[config.mk]
export PLATFORM = sky130hd
export DESIGN_NAME = fetch_seq
export DESIGN_NICKNAME = d
export VERILOG_FILES = /design/src/rtl/fetch_seq.sv
export SDC_FILE = /design/constraint.sdc
export NUM_CORES = 1
export LEC_CHECK = 0
export ABC_AREA = 1
export BUFFER_PORTS_ARGS = -buffer_cell sky130_fd_sc_hd__buf_4
export CAP_MARGIN = 30
export CORE_MARGIN = 2
export CORE_UTILIZATION = 47
export DETAILED_ROUTE_END_ITERATION = 8
export GPL_TIMING_DRIVEN = 0
export PLACE_DENSITY = 0.69
export SYNTH_ARGS = -nofsm -noshare
export SYNTH_HDL_FRONTEND = slang
export SYNTH_SLANG_ARGS = --single-unit
[constraint.sdc]
create_clock -name clk -period 4.1 [get_ports clk]
set_input_delay 0.41 -clock clk [delete_from_list [all_inputs] [get_ports clk]]
set_output_delay 0.41 -clock clk [all_outputs]
set_load 0.03 [all_outputs]
[src/rtl/fetch_seq.sv]
// fetch_seq: instruction-fetch sequencer with a 2-entry valid/ready output buffer
// Ports: clk/reset (sync, active-high); pc -> instruction memory, instr <- memory data (same cycle);
//        redirect_valid/redirect_pc flush and reload the PC; instr_valid/instr_ready/instr_out/instr_pc
//        present the buffer head to decode; halted flags the HALT state.
// Optional: FETCH_STATS_EN adds fetch_count, a saturating count of pushed instructions.
module fetch_seq #(
    parameter logic [4:0]  RESET_PC  = 5'd0,
    parameter logic [31:0] HALT_WORD = 32'hFFFFFFFF
) (
    input  logic        clk,
    input  logic        reset,
    output logic [4:0]  pc,
    input  logic [31:0] instr,
    input  logic        redirect_valid,
    input  logic [4:0]  redirect_pc,
    output logic        instr_valid,
    input  logic        instr_ready,
    output logic [31:0] instr_out,
    output logic [4:0]  instr_pc,
`ifdef FETCH_STATS_EN
    output logic [15:0] fetch_count,
`endif
    output logic        halted
);
    typedef enum logic [1:0] {IDLE, RUN, HALT} state_t;
    state_t      r_state;
    logic [4:0]  r_pc;
    logic        r_halted;
    logic        r_head;
    logic [1:0]  r_count;
    logic [31:0] r_buf_instr [2];
    logic [4:0]  r_buf_pc    [2];
    logic        w_pop;
    logic        w_redir;
    logic        w_push;
    logic        w_halt;
    logic        w_tail;
    assign w_pop   = (r_count != 2'd0) && instr_ready;
    assign w_redir = redirect_valid && (r_state != IDLE);
    assign w_push  = (r_state == RUN) && !redirect_valid && (instr != HALT_WORD) && ((r_count != 2'd2) || w_pop);
    assign w_halt  = (r_state == RUN) && !redirect_valid && (instr == HALT_WORD);
    // With one entry the free slot is opposite the head; when empty or full it is the head slot itself
    assign w_tail  = r_head ^ (r_count == 2'd1);
    assign pc          = r_pc;
    assign halted      = r_halted;
    assign instr_valid = (r_count != 2'd0);
    assign instr_out   = r_buf_instr[r_head];
    assign instr_pc    = r_buf_pc[r_head];
    always_ff @(posedge clk) begin
        if (reset) begin
            r_state        <= IDLE;
            r_pc           <= RESET_PC;
            r_halted       <= 1'b0;
            r_head         <= 1'b0;
            r_count        <= 2'd0;
            r_buf_instr[0] <= 32'd0;
            r_buf_instr[1] <= 32'd0;
            r_buf_pc[0]    <= 5'd0;
            r_buf_pc[1]    <= 5'd0;
        end else if (w_redir) begin
            // Flush wins over any pop or push this cycle
            r_state  <= RUN;
            r_pc     <= redirect_pc;
            r_halted <= 1'b0;
            r_head   <= 1'b0;
            r_count  <= 2'd0;
        end else begin
            r_count <= r_count + 2'(w_push) - 2'(w_pop);
            r_head  <= r_head ^ w_pop;
            if (w_push) begin
                r_buf_instr[w_tail] <= instr;
                r_buf_pc[w_tail]    <= r_pc;
                r_pc                <= r_pc + 5'd1;
            end
            if (r_state == IDLE) begin
                r_state <= RUN;
            end else if (w_halt) begin
                r_state  <= HALT;
                r_halted <= 1'b1;
            end
        end
    end
`ifdef FETCH_STATS_EN
    logic [15:0] r_fetch_count;
    assign fetch_count = r_fetch_count;
    always_ff @(posedge clk) begin
        if (reset)
            r_fetch_count <= 16'd0;
        else if (w_push && !w_redir && r_fetch_count != 16'hFFFF)
            r_fetch_count <= r_fetch_count + 16'd1;
    end
`endif
endmodule

# Yosys cells after proc, flatten, opt, wreduce, memory -nomap -nowiden
# Memories as Yosys holds them, arrays and structs flattened. A register that Yosys moved wholly into a read port is not among the register bits.
# Cells that the tools add are included.
# totals
register_bits	11
mem_bits_rw	74
mem_count	2
# op_classes
n_addsub	3
n_eq_ne	5
mux	19
n_bitwise	3
reduce_logical	18
# memory_table
name	words	word_bits	read_ports	rd_ports_with_merged_regs	write_ports	line_no	text
r_buf_instr	2	32	1	1	2	31	logic [31:0] r_buf_instr [2];
r_buf_pc	2	5	1	1	2	32	logic [4:0] r_buf_pc [2];
# op_table
operator	count
32-bit equality test, second input constant	1
32-bit 2-to-1 mux	1
32-bit inequality test, second input constant	1
32-bit OR reduction	1
1-bit 2-to-1 mux	15
5-bit 2-to-1 mux	3
1-bit logical AND	6
2-bit nonzero test	3
5-bit by 1-bit adder with 5-bit output, second input constant	1
5-bit OR reduction	1
2-bit by 1-bit equality test with 1-bit output, second input constant	2
3-bit nonzero test	1
3-bit OR reduction	1
2-bit by 1-bit adder with 2-bit output	1
2-bit zero test	1
2-bit inequality test, second input constant	1
2-bit AND reduction	1
2-bit OR reduction	1
2-bit by 1-bit subtractor with 2-bit output	1
1-bit bitwise XOR	2
1-bit zero test	1
1-bit logical OR	1
1-bit NOT	1

# Depth between registers and ports, before layout
# Gate-level depths: netlist of the first run.
# depth
ltp_word	10
depth_mapped	11

# Worst setup path after synthesis of the first run
# No wires, ideal clock.
# synth_path
kind	input -> register
start	input port redirect_valid
end	memory r_buf_instr[0][0] (enable)
t_arrival_ns	2.067
required_ns	3.705
setup_slack_ns	1.638
path_stages	9
n_path_buf	2
path_cell_list	inv_2 nand3_2 nor2_2 nand2_4 nor2_4 nand2_4 buf_6 buf_8 nand2_1
# synth_lines
item	line_no	text
start, declared	14	input logic redirect_valid,
end, declared	31	

==> flow_summary.yaml, run 1 <==
run_status:
  status: "finished clean"
global_routing:
  grt_pass1_vias: 3009
  grt_pass1_wl_mm: 13.5
  globalRouteOverflowTotal: 0
  grt_use_total_pct: 17.7
  grt_max_degree: 38
  antenna_found_initial: 0
power:
  powerDensity_mw_per_mm2: 388
  p_total_mw: 1.96
  swShare_pct: 30.1
  p_leak_nw: 2.34
  power.clock.fraction_pct: 25.3
  comb_power_share_pct: 22.5
  switchingPower_mw: 0.592
  max-vdd-ir-drop_mv: 0.204
  internal-power_mw: 1.37
  power_frac_seq_pct: 52.2
detailed_routing:
  drc_errors: 0
  wl_met2_mm: 4.15
  routed_wl_mm: 8.14
  wl_met1_mm: 3.55
  viasPerCell: 4.67
  num_vias: 3031
  firstDrtPassIters: 4
  wire_per_inst_um: 12.5
  drt.antenna.violating_nets: 0
  highest_layer: "met4"
  dr.first_iter.drc_count: 121
  wl_met3_um: 371
sta:
  period_minus_slack_ns: 2.38
  tns_ns: 0
  worstMarginPinSlew_ns: 0.928
  period_share_pct: 58.1
  slew_headroom_pct: 37.9
  setup_viol: 0
  finalHoldViolCount: 0
  slew_viol_final: 0
  max_freq_mhz: 420
  clock-skew-final_ns: 0.00623
  rsz0062_at_grt: "no"
worst_setup_path:
  critPathLaunch: "r_head$_SDFF_PP0_"
  cp-end-kind: "primary output"
  cpPeakStageDelay_ns: 0.46
  crit_fanout: 10
  cp.depth: 6
  cp-start-kind: "flip-flop"
  worstRegToRegCells: 8
  rrSetupSlack_ns: 1.78
  r2r_start: "r_state[0]$_SDFFE_PP0P_"
  crit_slowest_cell: "clkbuf_1"
  required_ns: 3.69
  cpLargestDelayFamily: "buffers and inverters"
  crit_arrival_ns: 1.97
  rr_endpoint: "r_buf_pc[0][3]$_SDFFCE_PN0P_"
  path_buf_inv: 4
  path_cells: "inv_1, clkbuf_1, clkbuf_1, nand2_1, nand2_1, buf_4"
  crit_path_end: "instr_pc[2]"
  crit_type: "flip-flop to primary output"
clocking:
  cts_sinks: 85
  ctsHtreeMaxLevel: 3
  cts_buffers: 9
  cts.clk_slew.worst_paths_ns: 0.08
  cts_setup_buffers: 0
  postCtsResizedCells: 0
  cts.path.max_buffers: 2
  worstSkewPairLatency_ns: 0.34
  cts_hold_buf: 0
  clock-root-buffer: "clkbuf_8"
  cts_tree: "built"
synth:
  syn_inst: 441
  ys_warn_count: 0
  syn-num-nets: 485
  yosysSeqAreaShare_pct: 59.2
  avgSynthCellArea_um2: 9.36
  yosysUniqueCellTypes: 29
  synth-seq-cells: 85
  synth_area_mm2: 0.00413
finish:
  antenna-diode-count: 0
  fin_util_pct: 58.5
  fillers: 794
  syn2layout_area_growth_pct: 22.5
  nets: 580
  final_cell_area_mm2: 0.00506
  drive_gt1_share_pct: 29.4
  stdcell_count: 649
placement:
  io_buffers: 84
  gp_congestion: 0.810
  post_dp_cell_area_mm2: 0.00490
  hpwlAfterDp_mm: 5.74
  dp.cells: 633
die:
  dieWidth_um: 97.7
  boundaryPins: 85
  die_height_um: 97.7
  initial_core_util_pct: 47.8
  std_cell_rows: 34
  coreArea_mm2: 0.00864
  die-area_mm2: 0.00955
run:
  maxCapViolCount: 0
hold_path:
  hold_path_class: "input pin to flip-flop"
-- through the flow --
| stage | setup WS [ns] | hold WS, ns |
|---|---|---|
| global route | 1.53 | 0.268 |
| global placement | 0.858 | 0.440 |
| detailed placement | 1.45 | 0.451 |
| finish | 1.72 | 0.270 |
| CTS | 1.68 | 0.254 |
| floorplan | 1.64 | 0.461 |
-- kinds of logic (layout without fill, tap and decap cells) --
family | Yosys count | count (layout) | share of synthesized area [%]
AND/OR/NAND/NOR | 271 | 271 | 29.9
buffers and inverters | 67 | 167 | 7.85
XOR/XNOR | 3 | 3 | 0.637
AO/OA/AOI/OAI | 12 | 12 | 1.49
flip-flops | 85 | 85 | 59.2
adder cells (fa/ha/maj) | 3 | 3 | 0.910
-- cell usage in the layout, fill, tap and decap left out, types with 2 or more instances in the layout --
| cell | count |
|---|---|
| inv_1 | 48 |
| ha_1 | 3 |
| clkinv_1 | 3 |
| xor2_1 | 2 |
| nand3_1 | 3 |
| buf_1 | 2 |
| dfxtp_1 | 11 |
| clkinvlp_4 | 2 |
| or2_2 | 3 |
| o21ai_0 | 4 |
| buf_4 | 84 |
| edfxtp_1 | 74 |
| nor2_1 | 57 |
| buf_12 | 2 |
| nand2_1 | 155 |
| a21oi_1 | 7 |
| nor2_2 | 31 |
| inv_2 | 2 |
| nor2_4 | 12 |
| nand2_4 | 3 |
| nand2_2 | 3 |
| buf_6 | 2 |
| buf_2 | 2 |
| clkbuf_8 | 9 |
| buf_8 | 2 |
| clkbuf_1 | 8 |
-- flip-flops by register name, summed over array words and instances, names as in the netlist --
name	count
r_head	1
r_count	2
pc	5
r_buf_instr	64
r_state	2
r_buf_pc	10
halted	1
-- cell usage after synthesis --
library cell / count / area, µm²
a21oi_1: 7 / 35.0
a31oi_1: 1 / 6.26
buf_1: 2 / 7.51
buf_12: 2 / 40.0
buf_2: 2 / 10.0
buf_6: 2 / 22.5
buf_8: 2 / 30.0
clkbuf_1: 6 / 22.5
clkinv_1: 1 / 3.75
dfxtp_1: 11 / 220
edfxtp_1: 74 / 2220
ha_1: 3 / 37.5
inv_1: 48 / 180
inv_2: 2 / 7.51
nand2_1: 157 / 589
nand2_2: 1 / 6.26
nand2_4: 3 / 33.8
nand3_1: 3 / 15.0
nand3_2: 1 / 10.0
nand3b_1: 1 / 7.51
nand4_1: 1 / 6.26
nor2_1: 57 / 214
nor2_2: 31 / 194
nor2_4: 12 / 135
nor3_1: 1 / 5.00
o21ai_0: 4 / 20.0
or2_2: 3 / 18.8
xnor2_1: 1 / 8.76
xor2_1: 2 / 17.5
-- worst register-to-register path: stages, from the launching register on --
cell	delay (ns)
dfxtp_1	0.38
nand3_2	0.10
nor2_2	0.15
nand2_4	0.10
nor2_4	0.15
nand2_4	0.07
buf_6	0.16
buf_8	0.15
nand2_2	0.67
-- power groups by stage --
stage	Clock (mW)	Combinational [mW]	Sequential, mW
final	0.496	0.442	1.03
after global routing	0.541	0.483	1.03
after CTS	0.505	0.449	1.03
after detailed placement	0	0.447	1.05
after global placement	0	0.440	1.04
after floorplan	0	0.276	1.05
-- area by class of cell --
type,instances,area [µm²],share of cell area (%)
clock inverters,5,27.5,0.544
well taps,108,135,2.67
inverters,51,191,3.79
flip-flops and latches,85,2440,48.3
multi-input cells,289,1370,27.0
plain buffers,16,133,2.62
clock buffers,11,131,2.60
repair buffers,84,631,12.5
-- worst min path at each step --
| stage | startpoint | slack [ns] | depth (start not counted) | endpoint |
|---|---|---|---|---|
| after global routing | reset | 0.27 | 2 | r_state[0]$_SDFFE_PP0P_ |
| after detailed placement | halted$_SDFFE_PP0P_ | 0.45 | 2 | halted$_SDFFE_PP0P_ |
| after floorplan | r_state[0]$_SDFFE_PP0P_ | 0.46 | 2 | r_state[0]$_SDFFE_PP0P_ |
| final | reset | 0.27 | 2 | r_state[0]$_SDFFE_PP0P_ |
| after CTS | reset | 0.25 | 2 | r_state[0]$_SDFFE_PP0P_ |
| after global placement | halted$_SDFFE_PP0P_ | 0.44 | 2 | halted$_SDFFE_PP0P_ |
-- routing by layer --
metal | track usage [%] | vias to the layer above
li1 | - | 1555
met1 | 22.5 | 1404
met2 | 31.0 | 65
met3 | 2.73 | 7
met4 | 6.09 | 0
met5 | 0 | -
(Power assumes the default switching activity.)
==> run 2: changes to the inputs <==
clock period = 2.3 ns   (was 4.1 ns; I/O delays follow)
==> run 2 against run 1 <==
Net effect:
- core utilization grew 0.54 points
- register-to-register slack lost 1.5 ns
- clock-buffer cell count fell by 2
- critical endpoint is now instr_out[30]
- non-clock buffer count stayed put
- cell count unchanged
- cell area is 0.92% higher
- combinational power grew 79%
- critical path depth is the same
- worst setup slack got worse by 1.5 ns
- via count barely moved
==> flow_summary.yaml, run 2 (synthesis gave the netlist of run 1 again) <==
detailed_routing:
  num_vias: 3028
  firstDrtPassIters: 4
  wire_per_inst_um: 12.8
  drt.antenna.violating_nets: 0
  routed_wl_mm: 8.29
  viasPerCell: 4.67
  dr.first_iter.drc_count: 132
  drc_errors: 0
clocking:
  cts_buffers: 9
  cts_sinks: 85
  worstSkewPairLatency_ns: 0.35
  ctsHtreeMaxLevel: 3
  cts.path.max_buffers: 2
  clock-root-buffer: "clkbuf_8"
  cts.clk_slew.worst_paths_ns: 0.08
  cts_setup_buffers: 0
  cts_hold_buf: 0
  cts_tree: "built"
sta:
  period_share_pct: 89.6
  period_minus_slack_ns: 2.06
  setup_ws_ns: 0.240
  worstMarginPinSlew_ns: 0.532
  holdWs_ns: 0.0881
  rsz0062_at_grt: "no"
  slew_viol_final: 0
  finalHoldViolCount: 0
  slew_headroom_pct: 64.5
  setup_viol: 0
  max_freq_mhz: 485
  clock-skew-final_ns: 0.00919
finish:
  top_register: "r_buf_instr"
  largest_reg_flops: 64
  nets: 580
  final_common_cell: "nand2_1"
  fin_util_pct: 59.1
  drive_gt1_share_pct: 30.5
  stdcell_count: 649
  final_cell_mix: "nand2_1, buf_4, edfxtp_1"
  syn2layout_area_growth_pct: 23.7
  antenna-diode-count: 0
placement:
  gp_congestion: 0.754
  hpwlAfterDp_mm: 5.77
  place_ws_ns: -0.201
  io_buffers: 84
  dp.cells: 633
worst_setup_path:
  required_ns: 2.07
  crit_fanout: 10
  cp-start-kind: "flip-flop"
  worstRegToRegCells: 9
  crit_type: "flip-flop to primary output"
  cp-end-kind: "primary output"
  crit_arrival_ns: 1.83
power:
  max-vdd-ir-drop_mv: 0.352
  p_leak_nw: 2.37
  powerDensity_mw_per_mm2: 714
die:
  coreArea_mm2: 0.00864
  die-area_mm2: 0.00955
  boundaryPins: 85
  die_height_um: 97.7
  std_cell_rows: 34
  initial_core_util_pct: 47.8
  dieWidth_um: 97.7
hold_path:
  hold_path_class: "input pin to flip-flop"
  hold_depth: 2
run:
  maxCapViolCount: 0
global_routing:
  grt_max_degree: 38
  grt_pass1_vias: 2984
  grt_pass1_wl_mm: 13.7
  antenna_found_initial: 0
  globalRouteOverflowTotal: 0
  grt_use_total_pct: 18.2
run_status:
  status: "finished clean"
[run 2: power by group]
part           total (mW)  switching [mW]  internal [mW]
Combinational       0.791           0.514          0.277
Clock                1.03           0.531          0.494
Sequential           1.83          0.0410           1.79
Total                3.64            1.09           2.56
[run 2: final timing paths]
check,startpoint,endpoint,slack (ns)
max,r_head$_SDFF_PP0_,instr_out[30],0.24
min,reset,r_state[0]$_SDFFE_PP0P_,0.09
max reg2reg,r_state[1]$_SDFFE_PP0P_,r_buf_instr[0][18]$_SDFFCE_PN0P_,0.26
min reg2reg,halted$_SDFFE_PP0P_,halted$_SDFFE_PP0P_,0.46
[run 2: timing repair]
| action | in CTS | in global routing |
|---|---|---|
| endpoints found under the setup margin | 74 | 21 |
| pin swaps | 0 | 0 |
| gates resized for setup | 2 | 6 |
[run 2: layout make-up]
type,instances,area [µm²]
clock buffers,9,124
well taps,108,135
clock inverters,7,66.3
inverters,51,191
plain buffers,16,138
flip-flops and latches,85,2440
repair buffers,84,631
multi-input cells,289,1380
fillers,805,3530
[run 2: stage by stage]
step                TNS (ns)  power, mW  area (µm²)
global placement      -12.98       2.65        4900
CTS                        0       3.66        5100
floorplan                  0       2.36        4130
finish                     0       3.64        5100
detailed placement    -14.46       2.66        4900
global route               0       3.81        5100
[run 2: layer usage]
| metal | part of all wire (%) | vias to the layer above | global-route usage, % |
|---|---|---|---|
| li1 | - | 1552 | - |
| met1 | 41 | 1410 | 21.6 |
| met2 | 52 | 59 | 32.6 |
| met3 | 5.1 | 7 | 3.88 |
| met4 | 1.1 | 0 | 6.73 |
| met5 | 0 | - | 0 |
[run 2: critical path, cell delays in order (launching register included)]
cell	delay, ns
dfxtp_1	0.34
inv_1	0.08
clkbuf_1	0.39
clkbuf_2	0.33
nand2_1	0.08
nand2_1	0.09
buf_4	0.16
==> run 3: changes to the inputs <==
CAP_MARGIN = unset   (was 30)
MAX_ROUTING_LAYER = met4   (was unset)
clock period = 2.18 ns   (was 2.3 ns; I/O delays follow)
==> run 3 against run 2 <==
Net effect:
- cell count is the same
- critical endpoint unchanged
- global-route usage grew 0.51 points
- sequential share of layout area shrank 0.18 points
- combinational power grew 6.2%
- total power grew 5.8%
- die area is the same
- first-iteration DRC count shrank 6.8%
- cell area grew 0.37%
- worst setup slack lost 0.095 ns
- critical path type unchanged
- largest power group unchanged
==> flow_summary.yaml, run 3 (synthesis gave the netlist of run 1 again) <==
sta:
  holdWs_ns: 0.0725
  slew_headroom_pct: 64.5
  setup_ws_ns: 0.145
  period_minus_slack_ns: 2.04
  setup_viol: 0
  clock-skew-final_ns: 0.00823
  period_share_pct: 93.4
  finalHoldViolCount: 0
  rsz0062_at_grt: "no"
  worstMarginPinSlew_ns: 0.532
  max_freq_mhz: 491
  slew_viol_final: 0
  tns_ns: 0
placement:
  io_buffers: 84
  place_ws_ns: -0.309
  hpwlAfterDp_mm: 5.77
  post_dp_cell_area_mm2: 0.00490
  gp_congestion: 0.763
global_routing:
  grt_pass1_wl_mm: 13.7
  antenna_found_initial: 0
  grt_max_degree: 38
  grt_use_total_pct: 18.7
  globalRouteOverflowTotal: 0
  grt_pass1_vias: 2986
hold_path:
  worstHoldEndpoint: "r_state[0]$_SDFFE_PP0P_"
  hold_path_class: "input pin to flip-flop"
  hold_path_startpoint: "reset"
  hold_depth: 2
worst_setup_path:
  r2r_start: "r_count[1]$_SDFF_PP0_"
  rr_endpoint: "r_buf_instr[1][20]$_SDFFCE_PN0P_"
  cp-end-kind: "primary output"
  cpPeakStageDelay_ns: 0.42
  cp_common_cell: "nand2_1"
  crit_type: "flip-flop to primary output"
  required_ns: 1.96
  rrSetupSlack_ns: 0.30
  crit_fanout: 10
  cp-start-kind: "flip-flop"
  crit_slowest_cell: "clkbuf_1"
  worstRegToRegCells: 8
  path_cells: "clkbuf_1, buf_2, nand2_1, nand2_1, buf_4"
  crit_arrival_ns: 1.82
die:
  die-area_mm2: 0.00955
  dieWidth_um: 97.7
  die_height_um: 97.7
  coreArea_mm2: 0.00864
  std_cell_rows: 34
  initial_core_util_pct: 47.8
  boundaryPins: 85
detailed_routing:
  viasPerCell: 4.68
  drc_errors: 0
  num_vias: 3040
  dr.first_iter.drc_count: 123
  firstDrtPassIters: 4
  wire_per_inst_um: 12.8
  drt.antenna.violating_nets: 0
  routed_wl_mm: 8.31
finish:
  fillers: 799
  regArea_mm2: 0.00244
  drive_gt1_share_pct: 30.7
  nets: 580
  multi_input_area_mm2: 0.00139
  antenna-diode-count: 0
  top_register: "r_buf_instr"
  final_cell_area_mm2: 0.00512
  largest_reg_flops: 64
  syn2layout_area_growth_pct: 24.1
  final_common_cell: "nand2_1"
  final_cell_mix: "nand2_1, buf_4, edfxtp_1"
power:
  swShare_pct: 30.0
  max-vdd-ir-drop_mv: 0.356
  internal-power_mw: 2.70
  switchingPower_mw: 1.16
  comb_power_share_pct: 21.8
  power_frac_seq_pct: 50.0
  p_leak_nw: 2.37
  power.clock.fraction_pct: 28.2
  powerDensity_mw_per_mm2: 753
clocking:
  cts_buffers: 9
  cts.clk_slew.worst_paths_ns: 0.08
  cts_sinks: 85
  cts.path.max_buffers: 2
  ctsHtreeMaxLevel: 3
  cts_tree: "built"
  worstSkewPairLatency_ns: 0.35
  clock-root-buffer: "clkbuf_8"
  cts_hold_buf: 0
run:
  maxCapViolCount: 0
run_status:
  status: "finished clean"
## run 3: changes by cell type in the layout (fill, tap and decap cells not counted), sizes merged
cell	previous run	this run
buf	92	94
clkbuf	17	15
## run 3: timing repair
item,4_1_cts,5_1_grt
setup buffers,0,0
resized for setup,6,4
endpoints found under the setup margin,95,32
## run 3: stage by stage
| step | std cells | power [mW] | util [%] |
|---|---|---|---|
| floorplan | 441 | 2.49 | - |
| global placement | 633 | 2.79 | 56.7 |
| detailed placement | 633 | 2.81 | 56.7 |
| CTS | 649 | 3.87 | 59.1 |
| global route | 649 | 4.02 | 59.3 |
| finish | 649 | 3.85 | 59.3 |
## run 3: worst max-delay path by stage
stage                                  from  slack, ns                                to  depth (start not counted)
CTS                       r_head$_SDFF_PP0_       0.09                     instr_out[30]                          6
global route              r_head$_SDFF_PP0_      0.008                     instr_out[19]                          5
finish                    r_head$_SDFF_PP0_       0.14                     instr_out[30]                          5
detailed placement                instr[22]      -0.31  r_buf_instr[1][19]$_SDFFCE_PN0P_                         12
global placement                  instr[22]      -0.30  r_buf_instr[0][23]$_SDFFCE_PN0P_                         12
floorplan           r_state[1]$_SDFFE_PP0P_       0.21   r_buf_instr[0][0]$_SDFFCE_PN0P_                          9
## run 3: final cells by class
type                       count  share of cell area (%)
sequential                    85                    47.7
multi-input combinational    289                    27.2
timing repair buffer          84                    12.3
inverter                      51                    3.74
buffer                        16                    2.71
tap                          108                    2.64
clock buffer                   9                    2.42
clock inverter                 7                    1.29
## run 3: worst max-delay path: cells and delay by family (launching register included)
kind,cells,cell delay (ns)
buffers and inverters,3,0.91
DFF,1,0.39
and+or+nand+nor,2,0.17
## run 3: metal layers
metal  global-route usage (%)  vias to the layer above  part of all wire [%]
met5                        -                        -                     0
met4                     6.73                        0                   1.0
met3                     3.60                       12                   5.0
met2                     32.6                       67                    53
met1                     21.6                     1405                    41
li1                         -                     1556                     -
## run 3: power by group through the flow
| stage | registers (mW) | logic [mW] | clock network (mW) |
|---|---|---|---|
| floorplan | 1.97 | 0.521 | 0 |
| global placement | 1.96 | 0.832 | 0 |
| detailed placement | 1.97 | 0.842 | 0 |
| CTS | 1.93 | 0.848 | 1.09 |
| global route | 1.94 | 0.920 | 1.16 |
| finish | 1.93 | 0.840 | 1.09 |
